--- config.mk ---
export PLATFORM = sky130hd
export DESIGN_NAME = riscv_lsu
export DESIGN_NICKNAME = d
export VERILOG_FILES = /design/src/rtl/riscv_lsu.sv
export SDC_FILE = /design/constraint.sdc
export NUM_CORES = 1
export LEC_CHECK = 0
export CAP_MARGIN = 20
export CORE_UTILIZATION = 42
export DETAILED_ROUTE_END_ITERATION = 6
export GPL_ROUTABILITY_DRIVEN = 0
export MAX_ROUTING_LAYER = met4
export PLACE_DENSITY = 0.81
export SKIP_CTS_REPAIR_TIMING = 1
export SYNTH_ARGS = -nofsm -noshare
export SYNTH_HDL_FRONTEND = slang
export SYNTH_SLANG_ARGS = --single-unit
--- constraint.sdc ---
create_clock -name clk_i -period 2.36 [get_ports clk_i]
set_input_delay 0.354 -clock clk_i [delete_from_list [all_inputs] [get_ports clk_i]]
set_output_delay 0.354 -clock clk_i [all_outputs]
set_load 0.01 [all_outputs]
--- src/rtl/riscv_lsu.sv ---
// riscv_lsu -- single-outstanding load/store unit between a RISC-V core and a
// word-wide data memory.
//
// Ports
//   clk_i, rst_i            clock (rising edge), asynchronous active-high reset
//   core_req_i, core_we_i   core access request and store/load select
//   core_size_i             0 LB, 1 LH, 2 LW/SW, 4 LBU, 5 LHU
//   core_addr_i, core_wd_i  byte address and right-aligned store data
//   core_rd_o               extended load result (valid in DONE, held otherwise)
//   core_stall_o            core must hold PC and suppress write-back
//   core_err_o              one-cycle pulse in DONE for misaligned/illegal access
//   mem_req_o, mem_we_o     memory request strobe and write enable
//   mem_be_o, mem_addr_o    byte-lane enables and word-aligned address
//   mem_wd_o                lane-replicated store data
//   mem_rd_i, mem_ready_i   memory read word and completion (sampled in BUSY)
module riscv_lsu (
  input  logic        clk_i,
  input  logic        rst_i,
  input  logic        core_req_i,
  input  logic        core_we_i,
  input  logic [2:0]  core_size_i,
  input  logic [31:0] core_addr_i,
  input  logic [31:0] core_wd_i,
  output logic [31:0] core_rd_o,
  output logic        core_stall_o,
  output logic        core_err_o,
  output logic        mem_req_o,
  output logic        mem_we_o,
  output logic [3:0]  mem_be_o,
  output logic [31:0] mem_addr_o,
  output logic [31:0] mem_wd_o,
  input  logic [31:0] mem_rd_i,
  input  logic        mem_ready_i
);

  localparam int DATA_W = 32;

  typedef enum logic [1:0] {IDLE, BUSY, DONE} state_t;

  state_t              state_q;
  logic                err_q;
  logic                we_q;
  logic [2:0]          size_q;
  logic [1:0]          lo_q;
  logic [DATA_W-1:0]   wd_q;
  logic                req_legal;

  // Unsigned stores (size 4/5) have no meaning and are rejected with the
  // reserved sizes and misaligned halves/words.
  function automatic logic is_legal(input logic we, input logic [2:0] size,
                                    input logic [1:0] lo);
    case (size)
      3'd0:    is_legal = 1'b1;
      3'd4:    is_legal = !we;
      3'd1:    is_legal = !lo[0];
      3'd5:    is_legal = !we && !lo[0];
      3'd2:    is_legal = (lo == 2'b00);
      default: is_legal = 1'b0;
    endcase
  endfunction

  // size[1:0] separates byte / half / word for both signed and unsigned codes.
  function automatic logic [3:0] lane_be(input logic [2:0] size, input logic [1:0] lo);
    case (size[1:0])
      2'd0:    lane_be = 4'b0001 << lo;
      2'd1:    lane_be = 4'b0011 << {lo[1], 1'b0};
      default: lane_be = 4'b1111;
    endcase
  endfunction

  function automatic logic [DATA_W-1:0] lane_rep(input logic [2:0] size,
                                                 input logic [DATA_W-1:0] wd);
    case (size[1:0])
      2'd0:    lane_rep = {4{wd[7:0]}};
      2'd1:    lane_rep = {2{wd[15:0]}};
      default: lane_rep = wd;
    endcase
  endfunction

  function automatic logic [DATA_W-1:0] load_fmt(input logic [2:0] size, input logic [1:0] lo,
                                                 input logic [DATA_W-1:0] word);
    logic signed [7:0]        b;
    logic signed [15:0]       h;
    logic signed [DATA_W-1:0] r;
    b = word[{lo, 3'b000} +: 8];
    h = word[{lo[1], 4'b0000} +: 16];
    case (size)
      3'd0:    r = b;                       // sign-extends: both sides signed
      3'd1:    r = h;
      3'd4:    r = {24'd0, b};
      3'd5:    r = {16'd0, h};
      default: r = word;
    endcase
    load_fmt = r;
  endfunction

  assign req_legal = core_req_i && is_legal(core_we_i, core_size_i, core_addr_i[1:0]);

  // Request and stall are combinational so the memory sees the access in the
  // same cycle the core issues it; reset masks them immediately.
  assign mem_req_o    = !rst_i && (state_q == IDLE) && req_legal;
  assign core_stall_o = !rst_i && (((state_q == IDLE) && core_req_i) || (state_q == BUSY));
  assign mem_we_o     = mem_req_o && core_we_i;
  assign mem_be_o     = mem_req_o ? lane_be(core_size_i, core_addr_i[1:0]) : 4'b0000;
  assign mem_addr_o   = {core_addr_i[31:2], 2'b00};
  assign mem_wd_o     = (state_q == IDLE) ? lane_rep(core_size_i, core_wd_i)
                                          : lane_rep(size_q, wd_q);
  assign core_err_o   = err_q;

  // Request capture: attributes needed after the request cycle
  always_ff @(posedge clk_i) begin
    if (state_q == IDLE && core_req_i) begin
      we_q   <= core_we_i;
      size_q <= core_size_i;
      lo_q   <= core_addr_i[1:0];
      wd_q   <= core_wd_i;
    end
  end

  // Control FSM and result register
  always_ff @(posedge clk_i or posedge rst_i) begin
    if (rst_i) begin
      state_q   <= IDLE;
      err_q     <= 1'b0;
      core_rd_o <= '0;
    end else begin
      case (state_q)
        IDLE: begin
          err_q <= 1'b0;
          if (core_req_i) begin
            if (req_legal) begin
              state_q <= BUSY;
            end else begin
              state_q   <= DONE;
              err_q     <= 1'b1;
              core_rd_o <= '0;
            end
          end
        end
        BUSY: begin
          if (mem_ready_i) begin
            core_rd_o <= we_q ? '0 : load_fmt(size_q, lo_q, mem_rd_i);
            state_q   <= DONE;
          end
        end
        DONE: begin
          err_q   <= 1'b0;
          state_q <= IDLE;
        end
        default: begin
          err_q   <= 1'b0;
          state_q <= IDLE;
        end
      endcase
    end
  end

endmodule

==> results.md <==
* Status: finished, violations left
* Failing checks: setup timing
* Period minus WS final at 2430 ps
* Library cells used by synthesis at 48
* Largest area contributor in the netlist: edfxtp_1
* Crit-path max FO at 12
* Leak pwr at 2.89 nW
* Clock Latency Late Sink at 340 ps
* Req. time, crit path at 2010 ps
* # H-tree levels at 3
* Part of the power in the clock network at 26.3%
* IO Pins at 208
* Worst VDD drop at 0.338 mV
* Worst slack, placed at -236 ps
* Max cap viols at 0
* Effective utilization at floorplan at 43.8%
* Clock buffer depth at 2
* Number of fillers in the final layout at 843
* HPWL Detailed at 9560 um
* Core Util, Final at 62.8%
* Post-route non-filler standard cell count at 726
* Drt via density at 5.85
* RSZ-0062 raised after global routing: yes
* Yosys warning count at 0
* Die Area at 11300 um2
* Core footprint at 10500 um2
* P_int at 2.93 mW
* Critical Path End Type: primary output
* Number of synthesized register bits at 73
* Mapped cell area at 4590 um2
* Syn Inst Count at 451
* Overflow after GRT at 0
* Startpoint Class: flop
* Post-Place Cells at 699
* Total wire length at 13700 um
* CTS root buffer: clkbuf_8
* ANT nets after route at 0
* Sequential fraction of the synthesis area at 44.0%
* CTS tree: built
* Number of global-route vias before repair at 4054
* Worst-path clk slew at 80 ps
* Area Growth Syn to Fin at 43.3%
* Synth top area share at 24.9%
* P_sw at 1.32 mW
* First-pass iteration count of the detailed router at 5
* Synthesized area per cell at 10.2 um2
* Initial DRC Count at 265
* WP data arrival at 2070 ps
* Post-synth ARST share at 47.9%
* FMAX at 412 MHz
* Hold Vio Cnt, Final at 0
* Final WS setup at -67.6 ps
* Final period util at 103%
* Largest net degree at the start of global routing at 49
* Initial antenna violation count at 0
* Nets at 689
* FP Rows at 37
* Clk sinks at 73
* Setup Viol. Count Final at 2
* PD cells at 646 nW/um2
* DRC at 0
* Skew final at 8.33 ps
* Share of cells above drive strength 1 at 18.3%
* Avg WL per Cell at 18.9 um
* Vias at 4245
* Synth Flop Type: edfxtp_1
* Setup TNS at -89.8 ps
* Actual slew at the worst max-slew pin at 657 ps
* Net Sw Frac at 31.0%
* Top cells by area, synth: edfxtp_1 (25%), dfrtp_1 (19%), mux2_2 (6.1%), mux2i_1 (5.5%), buf_4 (5.4%)
* I/O Buffers at 145
* CTS Buf Count at 9
* Part of the power in combinational logic at 36.7%
* Relative slew slack at 56.1%
* Slew Viols, Final at 0
* All-Layer GR Usage at 23.5%
* Crit path kind: reg -> out
* Chip Height at 107 um
* Seq pwr share at 37.1%
* HP Class: in -> reg
* Number of synthesized flops with an enable pin at 38
* Diodes inserted at 0
* First-pass GRT wire length at 20400 um
* Die width at 107 um
per-layer routing:
metal / vias up / GRT usage, % / part of all wire [%]
li1: 1937 / - / -
met1: 2030 / 29.1 / 41
met2: 259 / 38.9 / 49
met3: 19 / 3.99 / 8.6
met4: 0 / 8.41 / 1.7
met5: - / - / 0
path summary, 6_finish.rpt:
path	start	to	slack [ps]	cells after the start
max in group asynchronous	rst_i	core_rd_o[12]	1540	3
min	core_size_i[2]	size_q[2]	420	2
max	size_q[0]	mem_wd_o[26]	-70	5
min in group asynchronous	rst_i	core_err_o	490	3
min reg2reg	core_rd_o[11]	core_rd_o[11]	490	1
max reg2reg	state_q[1]	core_rd_o[3]	390	5
power by group through the flow:
stage                     Combinational [mW]  Sequential [mW]  Clock [mW]
after floorplan                        0.758             1.60           0
after global placement                  1.42             1.59           0
after detailed placement                1.44             1.60           0
after CTS                               1.45             1.57        1.13
after global routing                    1.65             1.59        1.19
final                                   1.56             1.57        1.11
cells in the final DEF, fill, tap and decap left out, types with 2 or more instances in the layout:
| master | instances |
|---|---|
| a221oi_1 | 8 |
| dlymetal6s2s_1 | 39 |
| mux2i_1 | 24 |
| nand3_1 | 16 |
| nor3_1 | 8 |
| o41ai_1 | 6 |
| o22ai_1 | 8 |
| nand2_1 | 34 |
| o21ai_1 | 4 |
| a31oi_1 | 8 |
| o311ai_0 | 7 |
| o21ai_0 | 28 |
| buf_12 | 3 |
| or2_2 | 7 |
| dfrtp_1 | 35 |
| clkdlybuf4s50_1 | 106 |
| clkinv_4 | 2 |
| buf_4 | 36 |
| o221ai_1 | 16 |
| o2bb2ai_1 | 9 |
| nor2_1 | 8 |
| edfxtp_1 | 38 |
| inv_1 | 20 |
| nand2b_1 | 2 |
| mux2_2 | 25 |
| buf_6 | 3 |
| clkbuf_16 | 6 |
| a21oi_1 | 12 |
| nor2b_1 | 12 |
| a211oi_1 | 15 |
| clkbuf_8 | 10 |
| conb_1 | 2 |
| o21a_1 | 10 |
| or3b_2 | 2 |
worst max-delay path, cell delays in order (launching register included):
cell             delay [ps]
edfxtp_1                360
buf_4                   220
mux2i_1                 270
o21ai_1                 120
mux2_2                  280
clkdlybuf4s50_1         480
final cells by class:
class / instances / area [um2] / share of cell area (%)
inverters: 21 / 78.8 / 1.20
flip-flops and latches: 73 / 2020 / 30.7
clock inverters: 3 / 23.8 / 0.362
clock buffers: 13 / 213 / 3.24
repair buffers: 191 / 2000 / 30.5
multi-input cells: 289 / 2070 / 31.5
well taps: 136 / 170 / 2.59
per-stage QoR:
| step | area [um2] | total power, mW | hold WS (ps) |
|---|---|---|---|
| finish | 6570 | 4.25 | 415 |
| global route | 6570 | 4.43 | 395 |
| CTS | 6280 | 4.15 | 496 |
| detailed placement | 6050 | 3.03 | 479 |
| global placement | 6050 | 3.01 | 472 |
| floorplan | 4590 | 2.36 | 453 |
cell families (layout without fill, tap and decap cells):
group	after synthesis	after routing	synth area share (%)
AOI/OAI and AO/OA	137	137	21.2
and+or+nand+nor	99	99	10.9
buffers and inverters	90	228	11.8
DFF	73	73	44.0
muxes	51	51	12.1
other	1	2	0.0818
Yosys cell counts (2+ instances only):
cell type / count
or2_2: 8
o41ai_1: 6
buf_2: 2
mux2i_1: 25
buf_6: 2
nand3_1: 16
a21oi_1: 12
buf_1: 4
o21a_1: 10
buf_4: 33
nor2b_1: 12
nand2_1: 34
a31oi_1: 8
mux2_2: 25
inv_1: 20
edfxtp_1: 38
nor2_1: 10
nand2b_1: 2
o22ai_1: 8
o2bb2ai_1: 9
a211oi_1: 16
dfrtp_1: 35
clkbuf_1: 23
nor3_1: 8
o21ai_0: 32
or3b_2: 2
a221oi_1: 9
o221ai_1: 16
o311ai_0: 7
registers in the layout, summed over array words and instances (netlist names):
signal	flops
we_q	1
core_err_o	1
lo_q	2
core_rd_o	32
size_q	3
wd_q	32
state_q	2
(Power assumes the default switching activity.)
